===== src/rtl/volatility_pkg.sv =====
// Shared types, widths and address helpers for the volatility read controller.
// The widths below follow the buffer geometry; stock_base maps a stock to its region.
package volatility_pkg;

  localparam int NUM_STOCKS  = 4;
  localparam int BUFFER_SIZE = 20;
  localparam int DATA_WIDTH  = 32;

  localparam int ID_W   = $clog2(NUM_STOCKS);
  localparam int ADDR_W = $clog2(NUM_STOCKS * BUFFER_SIZE);
  localparam int CNT_W  = $clog2(BUFFER_SIZE + 1);
  localparam int IDX_W  = $clog2(BUFFER_SIZE);

  typedef enum logic [1:0] {
    IDLE  = 2'd0,
    READ  = 2'd1,
    DRAIN = 2'd2
  } state_e;

  function automatic logic [ADDR_W-1:0] stock_base(input logic [ID_W-1:0] id);
    return ADDR_W'(id) * ADDR_W'(BUFFER_SIZE);
  endfunction

  // Advance a ring index, wrapping at the active window length.
  function automatic logic [IDX_W-1:0] idx_step(input logic [IDX_W-1:0]      idx,
                                                input logic [DATA_WIDTH-1:0] bsz);
    if (DATA_WIDTH'(idx) == (bsz - DATA_WIDTH'(1))) begin
      return '0;
    end
    return idx + IDX_W'(1);
  endfunction

endpackage


===== src/rtl/volatility_ptr_tracker.sv =====
// Mirror of the write controller's per-stock write pointer and fill count.
// The lookup port reads registered state, so it never sees a same-cycle write.
module volatility_ptr_tracker
  import volatility_pkg::*;
(
  input  logic                  clk_i,
  input  logic                  rst_i,
  input  logic [DATA_WIDTH-1:0] buf_size_i,
  input  logic                  wr_valid_i,
  input  logic [ID_W-1:0]       wr_id_i,
  output logic                  wr_full_o,
  input  logic [ID_W-1:0]       lk_id_i,
  output logic [CNT_W-1:0]      lk_count_o,
  output logic [IDX_W-1:0]      lk_oldest_o
);

  logic [IDX_W-1:0] ptr_q [NUM_STOCKS];
  logic [CNT_W-1:0] cnt_q [NUM_STOCKS];
  logic [IDX_W-1:0] ptr_d;
  logic [CNT_W-1:0] cnt_d;
  logic             wr_sat;

  assign wr_sat    = (DATA_WIDTH'(cnt_q[wr_id_i]) >= buf_size_i);
  assign wr_full_o = wr_valid_i && wr_sat;
  assign ptr_d     = idx_step(ptr_q[wr_id_i], buf_size_i);
  assign cnt_d     = wr_sat ? cnt_q[wr_id_i] : cnt_q[wr_id_i] + CNT_W'(1);

  always_ff @(posedge clk_i) begin
    if (rst_i) begin
      for (int s = 0; s < NUM_STOCKS; s++) begin
        ptr_q[s] <= '0;
        cnt_q[s] <= '0;
      end
    end else if (wr_valid_i) begin
      ptr_q[wr_id_i] <= ptr_d;
      cnt_q[wr_id_i] <= cnt_d;
    end
  end

  // Until the window fills, the oldest entry sits at index 0.
  assign lk_count_o  = cnt_q[lk_id_i];
  assign lk_oldest_o = (DATA_WIDTH'(cnt_q[lk_id_i]) < buf_size_i) ? '0 : ptr_q[lk_id_i];

endmodule


===== src/rtl/volatility_rd_ctrl.sv =====
// Read-side controller: bursts one stock's stored window, oldest to newest,
// out of a synchronous-read RAM toward the volatility compute stage.
module volatility_rd_ctrl
  import volatility_pkg::*;
(
  input  logic                  i_clk,
  input  logic                  i_reset,
  input  logic                  i_wr_valid,
  input  logic [ID_W-1:0]       i_wr_stock_id,
  input  logic [DATA_WIDTH-1:0] i_buffer_size,
  input  logic                  i_rd_req,
  input  logic [ID_W-1:0]       i_rd_stock_id,
  output logic                  o_rd_en,
  output logic [ADDR_W-1:0]     o_rd_addr,
  input  logic [DATA_WIDTH-1:0] i_rd_data,
  output logic [DATA_WIDTH-1:0] o_sample,
  output logic                  o_sample_valid,
  output logic                  o_sample_last,
  output logic                  o_empty_done,
  output logic                  o_overrun,
  output logic                  o_busy
);

  state_e            state_q;
  logic [ID_W-1:0]   rd_id_q;
  logic [IDX_W-1:0]  idx_q;
  logic [CNT_W-1:0]  remain_q;
  logic              rd_en_q;
  logic [ADDR_W-1:0] rd_addr_q;
  logic              vld_q;
  logic              last_q;
  logic              ovr_q;
  logic              ovr_sticky_q;
  logic              empty_q;

  logic [CNT_W-1:0]  lk_count;
  logic [IDX_W-1:0]  lk_oldest;
  logic              wr_full;
  logic              ovr_hit;

  volatility_ptr_tracker u_tracker (
    .clk_i       (i_clk),
    .rst_i       (i_reset),
    .buf_size_i  (i_buffer_size),
    .wr_valid_i  (i_wr_valid),
    .wr_id_i     (i_wr_stock_id),
    .wr_full_o   (wr_full),
    .lk_id_i     (i_rd_stock_id),
    .lk_count_o  (lk_count),
    .lk_oldest_o (lk_oldest)
  );

  assign ovr_hit = wr_full && (i_wr_stock_id == rd_id_q);

  // Overrun is sampled over the address-issue cycles; it rides out with the last sample.
  always_ff @(posedge i_clk) begin
    if (i_reset) begin
      state_q      <= IDLE;
      rd_id_q      <= '0;
      idx_q        <= '0;
      remain_q     <= '0;
      rd_en_q      <= 1'b0;
      rd_addr_q    <= '0;
      vld_q        <= 1'b0;
      last_q       <= 1'b0;
      ovr_q        <= 1'b0;
      ovr_sticky_q <= 1'b0;
      empty_q      <= 1'b0;
    end else begin
      vld_q   <= rd_en_q;
      empty_q <= 1'b0;
      last_q  <= 1'b0;
      ovr_q   <= 1'b0;
      case (state_q)
        IDLE: begin
          rd_en_q      <= 1'b0;
          rd_addr_q    <= '0;
          ovr_sticky_q <= 1'b0;
          if (i_rd_req) begin
            if (lk_count == '0) begin
              empty_q <= 1'b1;
            end else begin
              state_q   <= READ;
              rd_id_q   <= i_rd_stock_id;
              rd_en_q   <= 1'b1;
              rd_addr_q <= stock_base(i_rd_stock_id) + ADDR_W'(lk_oldest);
              idx_q     <= idx_step(lk_oldest, i_buffer_size);
              remain_q  <= lk_count - CNT_W'(1);
            end
          end
        end
        READ: begin
          if (remain_q == '0) begin
            state_q      <= DRAIN;
            rd_en_q      <= 1'b0;
            rd_addr_q    <= '0;
            last_q       <= 1'b1;
            ovr_q        <= ovr_sticky_q || ovr_hit;
            ovr_sticky_q <= 1'b0;
          end else begin
            rd_addr_q    <= stock_base(rd_id_q) + ADDR_W'(idx_q);
            idx_q        <= idx_step(idx_q, i_buffer_size);
            remain_q     <= remain_q - CNT_W'(1);
            ovr_sticky_q <= ovr_sticky_q || ovr_hit;
          end
        end
        DRAIN: begin
          state_q <= IDLE;
        end
        default: begin
          state_q <= IDLE;
        end
      endcase
    end
  end

  assign o_rd_en        = rd_en_q;
  assign o_rd_addr      = rd_addr_q;
  assign o_sample       = vld_q ? i_rd_data : '0;
  assign o_sample_valid = vld_q;
  assign o_sample_last  = last_q;
  assign o_empty_done   = empty_q;
  assign o_overrun      = ovr_q;
  assign o_busy         = (state_q != IDLE);

endmodule


===== config.mk =====
export PLATFORM = sky130hd
export DESIGN_NAME = volatility_rd_ctrl
export DESIGN_NICKNAME = d
export VERILOG_FILES = /design/src/rtl/volatility_pkg.sv /design/src/rtl/volatility_ptr_tracker.sv /design/src/rtl/volatility_rd_ctrl.sv
export SDC_FILE = /design/constraint.sdc
export NUM_CORES = 1
export LEC_CHECK = 0
export ABC_AREA = 1
export BUFFER_PORTS_ARGS = -buffer_cell sky130_fd_sc_hd__buf_4
export CAP_MARGIN = 20
export CORE_MARGIN = 2
export CORE_UTILIZATION = 30
export CTS_CLUSTER_SIZE = 12
export DETAILED_ROUTE_END_ITERATION = 16
export SYNTH_ARGS = -nofsm -noshare
export SYNTH_HDL_FRONTEND = slang
export SYNTH_SLANG_ARGS = --single-unit
export TNS_END_PERCENT = 30

===== constraint.sdc =====
create_clock -name i_clk -period 6.15 [get_ports i_clk]
set_input_delay 0.3075 -clock i_clk [delete_from_list [all_inputs] [get_ports i_clk]]
set_output_delay 0.3075 -clock i_clk [all_outputs]
set_load 0.01 [all_outputs]

Word-level counts from Yosys, hierarchy flattened
Memory sizes are Yosys's and may differ from the RTL's.
Cells that the tools add are included.
{"block": "totals", "reg_bits": 27, "ramBits": 40, "wordCells": 111, "mem_count": 2}
{"block": "classes", "add_sub_neg": 9, "multipliers": 2, "n_lt_le_gt_ge": 2, "eq_ne": 9, "n_mux": 54, "n_bitwise": 5, "n_reduce_logical": 17}
{"name": "u_tracker.cnt_q", "depth": 4, "width": 5, "rd": 2, "rd_ports_with_merged_regs": 0, "write_ports": 4, "line_no": "volatility_ptr_tracker.sv:18", "text": "logic [CNT_W-1:0] cnt_q [NUM_STOCKS];"}
{"name": "u_tracker.ptr_q", "depth": 4, "width": 5, "rd": 2, "rd_ports_with_merged_regs": 0, "write_ports": 4, "line_no": "volatility_ptr_tracker.sv:17", "text": "logic [IDX_W-1:0] ptr_q [NUM_STOCKS];"}
{"op": "$eq A5 B32 Y1", "count": 3}
{"op": "$mux W5", "count": 16}
{"op": "$ge A5 B32 Y1", "count": 1}
{"op": "$lt A5 B32 Y1", "count": 1}
{"op": "$mux W32", "count": 1}
{"op": "$sub A32 B1 Y32 const B", "count": 1}
{"op": "$mux W1", "count": 23}
{"op": "$mux W7", "count": 3}
{"op": "$add A5 B1 Y5 const B", "count": 4}
{"op": "$pmux W5 S2", "count": 2}
{"op": "$add A7 B5 Y7", "count": 2}
{"op": "$pmux W7 S2", "count": 1}
{"op": "$logic_not A5 Y1", "count": 2}
{"op": "$mul A2 B3 Y5 const B", "count": 2}
{"op": "$mux W2", "count": 5}
{"op": "$reduce_or A5 Y1", "count": 2}
{"op": "$sub A5 B1 Y5 const B", "count": 2}
{"op": "$ne A2 B2 Y1 const B", "count": 4}
{"op": "$reduce_and A3 Y1", "count": 2}
{"op": "$reduce_or A3 Y1", "count": 2}
{"op": "$not A1 Y1", "count": 5}
{"op": "$pmux W1 S2", "count": 2}
{"op": "$pmux W2 S2", "count": 1}
{"op": "$reduce_and A4 Y1", "count": 1}
{"op": "8 further kinds", "count": 10}

Logic depth before layout (Yosys ltp)
Gate-level depths: netlist (run 1).
An unclocked memory read counts as a cell.
{"block": "logic_depth", "depth_word": 13, "depth_mapped": 22, "mapped_depth_nobuf": 21}

By module
A second synthesis (run 1) with hierarchy kept.
{"block": "hier_totals", "cells_unflattened": 1190, "hier_area_um2": 7156.9}
{"mod": "volatility_ptr_tracker", "instances": 1, "cells_each": 603, "area_per_inst_um2": 3926.3, "seq_area_each_um2": 1201.2}
{"mod": "volatility_rd_ctrl", "instances": 1, "cells_each": 587, "area_per_inst_um2": 3230.6, "seq_area_each_um2": 540.5}

Worst setup path after synthesis (run 1)
OpenSTA, ideal clock, no wires.
{"block": "synth_path", "path_kind": "input to register", "startpoint": "input i_rd_stock_id[0]", "endpoint": "register rd_addr_q[3] (netlist: o_rd_addr[3])", "setup_ns": 0.074, "t_arrival_ns": 2.638, "required_ns": 6.076, "setup_slack_ns": 3.438, "cell_stages": 15, "n_path_buf": 1, "path_cell_list": "buf_2 a21oi_1 o21ai_0 nand2_1 inv_1 ha_1 a21oi_1 a21oi_1 o21ai_1 nor2_1 ha_1 inv_1 fa_1 or2_2 a31oi_1"}
{"block": "synth_via", "elab_chain_len": 7, "elab_cells_between_ends": 10, "classes_between": "add/sub: 1; mul: 1; order compare: 1; mux: 4; reduce/logical: 1; memory: 2"}
{"element": "from (decl)", "line_no": "volatility_rd_ctrl.sv:12", "text": "input logic [ID_W-1:0] i_rd_stock_id,"}
{"element": "$mem_v2 Z4 W5"}
{"element": "$lt A5 B32 Y1", "line_no": "volatility_ptr_tracker.sv:42", "text": "assign lk_oldest_o = (DATA_WIDTH'(cnt_q[lk_id_i]) < buf_size_i) ? '0 : ptr_q[lk_id_i];"}
{"element": "$mux W5", "line_no": "volatility_ptr_tracker.sv:42"}
{"element": "$add A7 B5 Y7", "line_no": "volatility_rd_ctrl.sv:86", "text": "rd_addr_q <= stock_base(i_rd_stock_id) + ADDR_W'(lk_oldest);"}
{"element": "$mux W7 (*)", "line_no": "volatility_rd_ctrl.sv:80", "text": "if (lk_count == '0) begin"}
{"element": "$mux W7 (*)", "line_no": "volatility_rd_ctrl.sv:79", "text": "if (i_rd_req) begin"}
{"element": "$pmux W7 S2 (*)", "line_no": "volatility_rd_ctrl.sv:74", "text": "case (state_q)"}
{"element": "to (signal assigned)", "line_no": "volatility_rd_ctrl.sv:86"}
{"element": "to (signal assigned)", "line_no": "volatility_rd_ctrl.sv:101", "text": "rd_addr_q <= stock_base(rd_id_q) + ADDR_W'(idx_q);"}
{"element": "to (decl)", "line_no": "volatility_rd_ctrl.sv:29", "text": "logic [ADDR_W-1:0] rd_addr_q;"}
Mark *: on every way between the ends. The rest lies on a longest branch, timed or not.
A chain may end at the register's enable or synchronous reset.

==> flow_metrics.env, run 1 <==
export IMPL_status="finished, final reports clean"
export IMPL_cts_made_buffers=9
export IMPL_setup_viol_count_final=0
export IMPL_min_path_type="primary input to flop"
export IMPL_synth_top_area_frac=0.200
export IMPL_syn_area_per_cell_sq_um=6.43
export IMPL_core_rowCount=51
export IMPL_tightest_slew_ns=0.995
export IMPL_worstSetupStartpointType="flop"
export IMPL_first_pass_iters=6
export IMPL_crit_path_frequent_cell="nand2_1"
export IMPL_cts_clk_slew_worst_paths_ns=0.06
export IMPL_rsz0062_at_grt="no"
export IMPL_diodes=0
export IMPL_drtIter0Drc=532
export IMPL_cts_sinks=67
export IMPL_synthArstFlopShare=0
export IMPL_grt_pass1_wl_um=30300
export IMPL_yosys_cell_types_count=46
export IMPL_post_synth_top_count_cell="nand2_1"
export IMPL_max_clock_freq_mhz=330
export IMPL_crit_family="adder cells"
export IMPL_path_depth=16
export IMPL_synth_commonest_cells="250 x nand2_1, 137 x nor2_1, 131 x inv_1"
export IMPL_crit_end="o_rd_addr[3]$_SDFFE_PP0P_"
export IMPL_ctsHoldBuffers=0
export IMPL_overflow=0
export IMPL_fin_skew_ns=0.00587
export IMPL_fin_setup_tns_ns=0
export IMPL_cts_resized_gates=0
export IMPL_rr_worst_depth=16
export IMPL_p_leak_nw=3.62
export IMPL_yosysWarnings=0
export IMPL_crit_start="u_tracker.cnt_q[1][1]$_SDFFCE_PN0P_"
export IMPL_place_hpwl_um=15300
export IMPL_wire_per_inst_um=14.7
export IMPL_place_congestion=0.935
export IMPL_route_detailed_drc=0
export IMPL_syn_to_final_growth_pct=23.1
export IMPL_postRouteAntennaNets=0
export IMPL_worstSetupEndpointType="flop"
export IMPL_io_pins=117
export IMPL_fp_coreArea_sq_um=19600
export IMPL_critical_path_arrival_ns=3.30
export IMPL_final_max_slew_violation_count=0
export IMPL_path_buf_inv=2
export IMPL_synth_top_cells_by_area="edfxtp_1 20%, nand2_1 16%, dfxtp_1 9.0%, nor2_1 8.5%, inv_1 8.2%"
export IMPL_powerDensity_nw_per_um2=234
export IMPL_seq_area_frac_synth=0.290
export IMPL_num_vias=6390
export IMPL_num_fill_cells=2107
export IMPL_final_area_sq_um=7410
export IMPL_synth_main_ff_cell="edfxtp_1"
export IMPL_antenna_found_initial=0
export IMPL_die_w_um=146
export IMPL_cts_setup_buffers=0
export IMPL_r2r_slack_ns=3.12
export IMPL_cts_tree="yes"
export IMPL_wl_um=19200
export IMPL_viasPerCell=4.88
export IMPL_r2r_end="o_rd_addr[3]$_SDFFE_PP0P_"
export IMPL_required_ns=6.42
export IMPL_syn_nets=1030
export IMPL_fin_ws_ns=3.12
export IMPL_finalCritPeriodShare=0.493
export IMPL_cp_max_fo=5
export IMPL_start_util=0.307
export IMPL_io_buffers=116
export IMPL_clk_latency_ns=0.34
export IMPL_max_stage_delay_ns=0.45
export IMPL_die_area_sq_um=21200
export IMPL_p_total_mw=1.73
export IMPL_grt_pass1_vias=5856
export IMPL_dieHeight_um=146
export IMPL_slowest_stage="edfxtp_1"
export IMPL_yosys_area_top_type="edfxtp_1"
export IMPL_drive_above_1_share=0.200
export IMPL_relSlewSlack=0.336
export IMPL_post_place_cells=1294
export IMPL_fin_crit_ns=3.03
export IMPL_maxCapViolCount=0
export IMPL_cts_htree_levels=3
export IMPL_multi_input_area_sq_um=3610
export IMPL_synthCells=935
export IMPL_regArea_sq_um=1740
export IMPL_finalNetCount=1135
export IMPL_worstPathCellList="a21oi_1, o21ai_0, nand2_1, inv_1, ha_1, nand2_1, nand2_1, nand2_1, a21oi_1, o21ai_1, nor2_1, ha_1, inv_1, fa_1, or2_2, a31oi_1"
export IMPL_crit_type="flop to flop"
export IMPL_layout_cells_non_filler=1310
export IMPL_netlist_area_sq_um=6020
export IMPL_post_place_ws_ns=2.82
export IMPL_hold_viol_final=0
export IMPL_peakVddDrop_mv=0.134
export IMPL_grt_util_all_layers=0.177
export IMPL_cts_root_buf="clkbuf_16"
export IMPL_dpl_cell_area_sq_um=7110
export IMPL_ys_ff_latch=67
export IMPL_clockBufferDepth=2
export IMPL_synth_edf_count=40
export IMPL_reg2reg_from="u_tracker.cnt_q[1][1]$_SDFFCE_PN0P_"
export IMPL_grt_max_degree=34
[layer usage]
layer / GRT usage / share of wire / vias up
li1: - / - / 3222
met4: 0.0544 / 0.022 / 0
met3: 0.0417 / 0.066 / 34
met5: 0 / 0 / -
met1: 0.228 / 0.45 / 2898
met2: 0.297 / 0.47 / 236
[final cells by class]
cell class	instances	area share
clock inverters	7	0.0103
well taps	265	0.0448
inverters	144	0.0730
flip-flops and latches	67	0.235
clock buffers	9	0.0304
repair buffers	118	0.120
multi-input cells	700	0.487
[state kept, by name, indices dropped and copies added (netlist names), 2 cells and up]
register / count
remain_q: 5
rd_id_q: 2
u_tracker.ptr_q: 20
o_rd_addr: 7
idx_q: 5
state_q: 2
u_tracker.cnt_q: 20
[placed cells by master, fill, tap and decap left out, types with 16 or more instances in the layout]
cell / Yosys / routed
nand4_1: 19 / 19
edfxtp_1: 40 / 40
or2_2: 16 / 16
dfxtp_1: 27 / 27
xor2_1: 18 / 18
buf_4: 3 / 118
o21ai_0: 43 / 43
nand3_1: 50 / 50
a21oi_1: 40 / 40
inv_1: 131 / 131
ha_1: 21 / 21
nor2_1: 137 / 137
nand2_1: 250 / 250
[worst reg2reg max path: cells and delay by family (launching register included)]
kind	cells	cell delay [ns]
AND/OR/NAND/NOR	6	0.83
adder cells (fa/ha/maj)	3	0.90
buffers and inverters	2	0.11
AO/OA/AOI/OAI	5	0.69
flip-flops	1	0.45
[logic make-up after synthesis]
logic type / synth area share
AND/OR/NAND/NOR: 0.398
buffers and inverters: 0.111
flip-flops: 0.290
XOR/XNOR: 0.0306
AO/OA/AOI/OAI: 0.121
adder cells (fa/ha/maj): 0.0503
[where the power goes]
part,internal [mW],switching [mW]
sequential,0.543,0.0748
combinational,0.226,0.363
clock,0.316,0.211
[how the worst min path moves through the flow]
stage	start	to	slack, ns	cells after the start
3_5_place_dp	o_rd_en$_SDFFE_PP0P_	o_sample_valid$_SDFF_PP0_	0.45	2
3_3_place_gp	o_rd_en$_SDFFE_PP0P_	o_sample_valid$_SDFF_PP0_	0.45	2
5_1_grt	i_reset	ovr_sticky_q$_SDFFE_PP0P_	0.21	2
6_report	i_reset	state_q[0]$_SDFFE_PP0P_	0.20	2
4_1_cts	i_reset	state_q[0]$_SDFFE_PP0P_	0.20	2
2_1_floorplan	i_reset	state_q[0]$_SDFFE_PP0P_	0.38	1
[through the flow]
| step | utilization | hold WS [ns] |
|---|---|---|
| 2_1_floorplan | - | 0.380 |
| 3_3_place_gp | 0.363 | 0.450 |
| 3_5_place_dp | 0.363 | 0.454 |
| 4_1_cts | 0.378 | 0.200 |
| 5_1_grt | 0.378 | 0.208 |
| 6_report | 0.378 | 0.205 |
No activity file was read; power rests on OpenSTA's default activity.
==> run 2: changes to the inputs <==
--- a/config.mk
+++ b/config.mk
@@ -5,7 +5,7 @@
 export SDC_FILE = /design/constraint.sdc
 export NUM_CORES = 1
 export LEC_CHECK = 0
-export ABC_AREA = 1
+export ABC_AREA = 0
 export BUFFER_PORTS_ARGS = -buffer_cell sky130_fd_sc_hd__buf_4
 export CAP_MARGIN = 20
 export CORE_MARGIN = 2
==> constraint.sdc (replaced) <==
create_clock -name i_clk -period 2.7 [get_ports i_clk]
set_input_delay 0.135 -clock i_clk [delete_from_list [all_inputs] [get_ports i_clk]]
set_output_delay 0.135 -clock i_clk [all_outputs]
set_load 0.01 [all_outputs]
==> run 2 against run 1 <==
The run now ends with setup timing left. Global-route usage fell by 0.23 points. Final area fell by 8.3%. Sequential share of layout area rose by 2.1 points. Routed wire length fell by 25%. Worst hold slack got worse by 0.020 ns. Die area fell by 21%. Total power rose by 100%. First-iteration DRC count fell by 42%. Sequential power rose by 99%. Final cell count fell by 33%. Critical endpoint is now o_rd_addr[5]$_SDFFE_PP0P_. Largest cell class unchanged. Largest power group is now the clock network. Highest routed layer unchanged.
==> flow_metrics.env, run 2 <==
export IMPL_status="complete, but fails checks"
export IMPL_violations="setup timing"
export IMPL_die_area_sq_um=16700
export IMPL_final_max_slew_violation_count=0
export IMPL_synth_top_cells_by_area="edfxtp_1 25%, dfxtp_1 11%, mux4_2 9.6%, nor2_1 5.7%, ha_1 5.6%"
export IMPL_powerDensity_nw_per_um2=511
export IMPL_crit_type="flop to flop"
export IMPL_drtIter0Drc=308
export IMPL_comb_power_share=0.278
export IMPL_r2r_end="o_rd_addr[5]$_SDFFE_PP0P_"
export IMPL_overflow=0
export IMPL_synthArstFlopShare=0
export IMPL_synth_main_ff_cell="edfxtp_1"
export IMPL_maxCapViolCount=0
export IMPL_cts_htree_levels=3
export IMPL_max_clock_freq_mhz=315
export IMPL_viasPerCell=5.06
export IMPL_p_int_mw=2.44
export IMPL_grt_util_all_layers=0.175
export IMPL_io_buffers=116
export IMPL_final_area_sq_um=6800
export IMPL_syn_to_final_growth_pct=44.1
export IMPL_synth_edf_count=40
export IMPL_regArea_sq_um=1740
export IMPL_num_fill_cells=1433
export IMPL_multi_input_area_sq_um=3010
export IMPL_p_sw_frac=0.297
export IMPL_antenna_found_initial=0
export IMPL_post_synth_top_count_cell="nor2_1"
export IMPL_worstSetupStartpointType="flop"
export IMPL_rsz0062_at_grt="yes"
export IMPL_route_detailed_drc=0
export IMPL_seq_power_share=0.354
export IMPL_synth_simple_area_share=0.242
export IMPL_hold_depth=2
export IMPL_diodes=0
export IMPL_critical_path_arrival_ns=3.39
export IMPL_postRouteAntennaNets=0
export IMPL_grt_max_degree=34
export IMPL_cts_clk_slew_worst_paths_ns=0.06
export IMPL_place_congestion=0.843
export IMPL_r2r_slack_ns=-0.48
export IMPL_min_path_type="primary input to flop"
export IMPL_fin_setup_tns_ns=-3.99
export IMPL_synthCells=488
export IMPL_place_hpwl_um=11100
export IMPL_synth_commonest_cells="71 x nor2_1, 40 x edfxtp_1, 33 x and2_1"
export IMPL_fin_skew_ns=0.00885
export IMPL_p_total_mw=3.47
export IMPL_first_pass_iters=4
export IMPL_final_common_cell="buf_4"
export IMPL_syn_area_per_cell_sq_um=9.66
export IMPL_post_place_ws_ns=-0.502
export IMPL_relSlewSlack=0.546
export IMPL_post_route_util=0.445
export IMPL_power_switching_mw=1.03
export IMPL_p_leak_nw=2.91
export IMPL_synth_top_family_by_area="simple AND/OR/NAND/NOR gates"
export IMPL_ctsHoldBuffers=0
export IMPL_finalNetCount=752
export IMPL_tightest_slew_ns=0.676
export IMPL_grt_pass1_wl_um=22600
export IMPL_fin_crit_ns=3.18
export IMPL_worstSetupEndpointType="flop"
export IMPL_cts_made_buffers=9
export IMPL_rr_worst_depth=16
export IMPL_wl_um=14400
export IMPL_cts_sinks=67
export IMPL_wire_per_inst_um=16.4
export IMPL_peakVddDrop_mv=0.326
export IMPL_synth_top_area_frac=0.255
export IMPL_setup_viol_count_final=21
export IMPL_dpl_cell_area_sq_um=6240
export IMPL_clockBufferDepth=2
export IMPL_cp_max_fo=3
export IMPL_hold_end="o_rd_addr[3]$_SDFFE_PP0P_"
export IMPL_synth_adder_area_share=0.0642
export IMPL_num_vias=4416
export IMPL_hold_viol_final=0
export IMPL_finalCritPeriodShare=1.18
export IMPL_reg2reg_from="u_tracker.cnt_q[3][3]$_DFFE_PP_"
export IMPL_syn_nets=583
export IMPL_yosysWarnings=0
export IMPL_pwr_share_clk=0.367
export IMPL_yosys_area_top_type="edfxtp_1"
export IMPL_netlist_area_sq_um=4720
export IMPL_fp_coreArea_sq_um=15300
export IMPL_io_pins=117
export IMPL_worstHoldStart="i_reset"
export IMPL_layout_common_cells="180 x buf_4, 71 x nor2_1, 40 x edfxtp_1"
export IMPL_die_w_um=129
export IMPL_dieHeight_um=129
export IMPL_synth_compound_area_frac=0.111
export IMPL_synth_mux_area_fraction=0.108
export IMPL_drive_above_1_share=0.390
export IMPL_seq_area_frac_synth=0.369
export IMPL_cts_root_buf="clkbuf_16"
export IMPL_synthXorXnorAreaFrac=0.0687
export IMPL_yosys_cell_types_count=61
export IMPL_grt_pass1_vias=4480
export IMPL_required_ns=2.91
export IMPL_start_util=0.309
export IMPL_cts_tree="yes"
export IMPL_clk_latency_ns=0.34
export IMPL_ys_ff_latch=67
export IMPL_fin_ws_ns=-0.476
export IMPL_core_rowCount=45
==> run 2: logic make-up after synthesis <==
kind of cell | after synthesis
and+or+nand+nor | 215
AOI/OAI and AO/OA | 77
DFF | 67
buffers and inverters | 43
xor gates and xnor gates | 37
muxes | 26
adders and majority gates | 23
==> run 2: layout make-up <==
| cell class | count | area share |
|---|---|---|
| Clock buffer | 9 | 0.0331 |
| Clock inverter | 7 | 0.0145 |
| Inverter | 19 | 0.0105 |
| Multi-Input combinational cell | 378 | 0.443 |
| Sequential cell | 67 | 0.256 |
| Tap cell | 211 | 0.0389 |
| Timing Repair Buffer | 182 | 0.203 |
==> run 2: per-layer routing <==
layer | vias to the layer above | wire, um | track usage
met1 | 2110 | 5510 | 0.189
met4 | 0 | 418 | 0.0671
met2 | 148 | 7420 | 0.329
met5 | - | 0 | 0
li1 | 2130 | - | -
met3 | 28 | 1010 | 0.0425
==> run 2: critical path, cell delays in order, from the launching register on <==
cell      delay, ns
edfxtp_1       0.39
mux4_2         0.54
ha_4           0.24
a211o_1        0.29
nor4_2         0.25
nor3_2         0.10
and2_4         0.16
nand2_4        0.07
inv_2          0.05
ha_4           0.20
a21o_1         0.19
a21oi_2        0.15
xnor2_1        0.08
a22oi_1        0.13
nor2_1         0.06
a21oi_1        0.11
nor2_1         0.05
==> run 2: how the worst max path moves through the flow <==
stage	cells after the start	slack, ns	start	to
floorplan	14	-0.38	u_tracker.cnt_q[3][3]$_DFFE_PP_	o_rd_addr[4]$_SDFFE_PP0P_
global placement	16	-0.42	u_tracker.cnt_q[3][3]$_DFFE_PP_	o_rd_addr[5]$_SDFFE_PP0P_
detailed placement	16	-0.50	u_tracker.cnt_q[3][3]$_DFFE_PP_	o_rd_addr[5]$_SDFFE_PP0P_
CTS	15	-0.45	u_tracker.cnt_q[3][3]$_DFFE_PP_	o_rd_addr[5]$_SDFFE_PP0P_
global route	16	-0.64	u_tracker.cnt_q[3][2]$_DFFE_PP_	o_rd_addr[5]$_SDFFE_PP0P_
finish	16	-0.48	u_tracker.cnt_q[3][3]$_DFFE_PP_	o_rd_addr[5]$_SDFFE_PP0P_
==> run 2: power by group through the flow <==
| stage | clock network, mW | registers, mW | logic (mW) |
|---|---|---|---|
| after floorplan | 0 | 1.23 | 0.551 |
| after global placement | 0 | 1.25 | 0.894 |
| after detailed placement | 0 | 1.25 | 0.915 |
| after CTS | 1.31 | 1.23 | 0.941 |
| after global routing | 1.36 | 1.24 | 1.06 |
| final | 1.28 | 1.23 | 0.967 |
==> run 2: metrics by stage <==
stage | instances | hold WS (ns)
after floorplan | 488 | 0.227
after global placement | 848 | 0.453
after detailed placement | 848 | 0.448
after CTS | 868 | 0.181
after global routing | 873 | 0.197
final | 873 | 0.185
==> run 2: timing repair <==
item / CTS / global route
endpoints found under the setup margin: 33 / 34
buffers inserted: 4 / 5
pin swaps: 13 / 8
resized for setup: 16 / 14
==> run 3: changes to the inputs <==
--- a/config.mk
+++ b/config.mk
@@ -12,6 +12,7 @@
 export CORE_UTILIZATION = 30
 export CTS_CLUSTER_SIZE = 12
 export DETAILED_ROUTE_END_ITERATION = 16
+export SETUP_SLACK_MARGIN = 0.15
 export SYNTH_ARGS = -nofsm -noshare
 export SYNTH_HDL_FRONTEND = slang
 export SYNTH_SLANG_ARGS = --single-unit
==> run 3 against run 2 <==
The flow still finishes with violations (setup timing). Non-clock buffer count grew 5. Final cell count grew 0.57%. Register-to-register slack gained 0.02 ns. Die area is the same. Worst hold slack gained 0.013 ns. Sequential cell count is the same. Global-route usage grew 0.12 points. Clock skew shrank 0.0031 ns. Routed wire length grew 0.38%. Combinational power grew 3.0%. Critical path type unchanged. Critical endpoint unchanged.
==> flow_metrics.env, run 3 (synthesis gave the netlist of run 2 again) <==
export IMPL_maxCapViolCount=0
export IMPL_ctsHoldBuffers=0
export IMPL_postRouteAntennaNets=0
export IMPL_violations="setup timing"
export IMPL_antenna_found_initial=0
export IMPL_layout_cells_non_filler=878
export IMPL_fp_coreArea_sq_um=15300
export IMPL_drtIter0Drc=255
export IMPL_cts_sinks=67
export IMPL_hold_viol_final=0
export IMPL_num_fill_cells=1447
export IMPL_p_leak_nw=2.93
export IMPL_max_stage_delay_ns=0.53
export IMPL_cts_clk_slew_worst_paths_ns=0.06
export IMPL_fin_ws_ns=-0.460
export IMPL_route_detailed_drc=0
export IMPL_worstSetupEndpointType="flop"
export IMPL_p_total_mw=3.48
export IMPL_cts_tree="yes"
export IMPL_slowest_stage="mux4_2"
export IMPL_required_ns=2.92
export IMPL_overflow=0
export IMPL_viasPerCell=5.05
export IMPL_wl_met3_um=1040
export IMPL_min_path_type="primary input to flop"
export IMPL_die_area_sq_um=16700
export IMPL_cts_made_buffers=9
export IMPL_cts_root_buf="clkbuf_16"
export IMPL_post_place_cells=856
export IMPL_syn_to_final_growth_pct=45.0
export IMPL_cts_htree_levels=3
export IMPL_num_vias=4433
export IMPL_start_util=0.309
export IMPL_grt_pass1_vias=4571
export IMPL_diodes=0
export IMPL_clk_latency_ns=0.34
export IMPL_core_rowCount=45
export IMPL_worstPathCellList="mux4_2, ha_4, a211o_1, nor4_4, nor3_2, and2_4, nand2_4, inv_2, ha_4, a21o_1, a21oi_2, xnor2_1, a22oi_1, nor2_1, a21oi_1, nor2_1"
export IMPL_place_congestion=0.942
export IMPL_wl_met2_um=7630
export IMPL_finalCritPeriodShare=1.17
export IMPL_grt_pass1_wl_um=22700
export IMPL_fin_setup_tns_ns=-5.31
export IMPL_die_w_um=129
export IMPL_fin_skew_ns=0.00571
export IMPL_tightest_slew_ns=0.662
export IMPL_final_max_slew_violation_count=0
export IMPL_io_pins=117
export IMPL_layout_common_cells="185 x buf_4, 71 x nor2_1, 40 x edfxtp_1"
export IMPL_io_buffers=116
export IMPL_drive_above_1_share=0.394
export IMPL_finalNetCount=757
export IMPL_final_common_cell="buf_4"
export IMPL_grt_util_all_layers=0.176
export IMPL_crit_type="flop to flop"
export IMPL_wire_per_inst_um=16.4
export IMPL_dieHeight_um=129
export IMPL_dr_max_layer_used="met4"
export IMPL_grt_max_degree=34
export IMPL_clockBufferDepth=2
export IMPL_place_hpwl_um=11500
export IMPL_critical_path_arrival_ns=3.38
export IMPL_drt_met1_wl_um=5280
export IMPL_peakVddDrop_mv=0.343
export IMPL_powerDensity_nw_per_um2=509
export IMPL_relSlewSlack=0.558
export IMPL_cp_max_fo=3
export IMPL_status="complete, but fails checks"
export IMPL_max_clock_freq_mhz=316
export IMPL_rsz0062_at_grt="yes"
export IMPL_setup_viol_count_final=28
export IMPL_first_pass_iters=4
export IMPL_worstSetupStartpointType="flop"
export IMPL_fin_crit_ns=3.16
export IMPL_wl_um=14400
[run 3: cell count changes in the layout (fill, tap and decap cells not counted), moves of 2 or more]
cell     before  now
buf_4       180  185
o21ai_1       2    0
o21ai_0       6    8
inv_6         2    0
[run 3: metrics by stage]
step           setup slack, ns  hold WS (ns)  area [sq um]   util
6_report                -0.460         0.197          6840  0.448
5_1_grt                 -0.686         0.198          6840  0.448
4_1_cts                 -0.449         0.185          6810  0.446
3_5_place_dp            -0.555         0.463          6300  0.413
3_3_place_gp            -0.423         0.458          6300  0.413
2_1_floorplan           -0.377         0.227          4810      -
[run 3: timing repair]
item,in CTS,in global routing
gates cloned,0,0
setup endpoints to repair,34,35
resized for setup,25,3
setup buffers,5,1
pin swaps,17,4
endpoints found under the hold margin,0,0
[run 3: worst max-delay path: cells and delay by family (launching register included)]
| family | cells | cell delay, ns |
|---|---|---|
| flip-flops | 1 | 0.39 |
| multiplexers | 1 | 0.53 |
| AO/OA/AOI/OAI | 5 | 0.86 |
| buffers and inverters | 1 | 0.05 |
| adder cells (fa/ha/maj) | 2 | 0.44 |
| AND/OR/NAND/NOR | 6 | 0.69 |
| XOR/XNOR | 1 | 0.07 |
[run 3: power breakdown]
part / internal, mW / switching, mW
registers: 1.17 / 0.0641
clock network: 0.809 / 0.448
logic: 0.482 / 0.514
[run 3: cell type report]
cell class / instances / area [sq um] / area share
flip-flops and latches: 67 / 1740 / 0.255
repair buffers: 187 / 1410 / 0.206
multi-input cells: 378 / 3030 / 0.443
clock inverters: 6 / 90.1 / 0.0132
inverters: 19 / 71.3 / 0.0104
well taps: 211 / 264 / 0.0386
clock buffers: 10 / 229 / 0.0335
[run 3: layer usage]
layer,vias to the layer above,track usage
met2,159,0.334
met4,0,0.0742
met5,-,0
met1,2108,0.184
met3,34,0.0446
li1,2132,-
[run 3: final timing paths]
check / start / endpoint / slack (ns) / cells past startpoint
setup reg to reg: u_tracker.cnt_q[3][3]$_DFFE_PP_ / o_rd_addr[5]$_SDFFE_PP0P_ / -0.46 / 16
setup / recovery: u_tracker.cnt_q[3][3]$_DFFE_PP_ / o_rd_addr[5]$_SDFFE_PP0P_ / -0.46 / 16
hold reg to reg: remain_q[0]$_SDFFE_PP0P_ / remain_q[0]$_SDFFE_PP0P_ / 0.47 / 2
hold / removal: i_reset / o_rd_addr[6]$_SDFFE_PP0P_ / 0.20 / 2
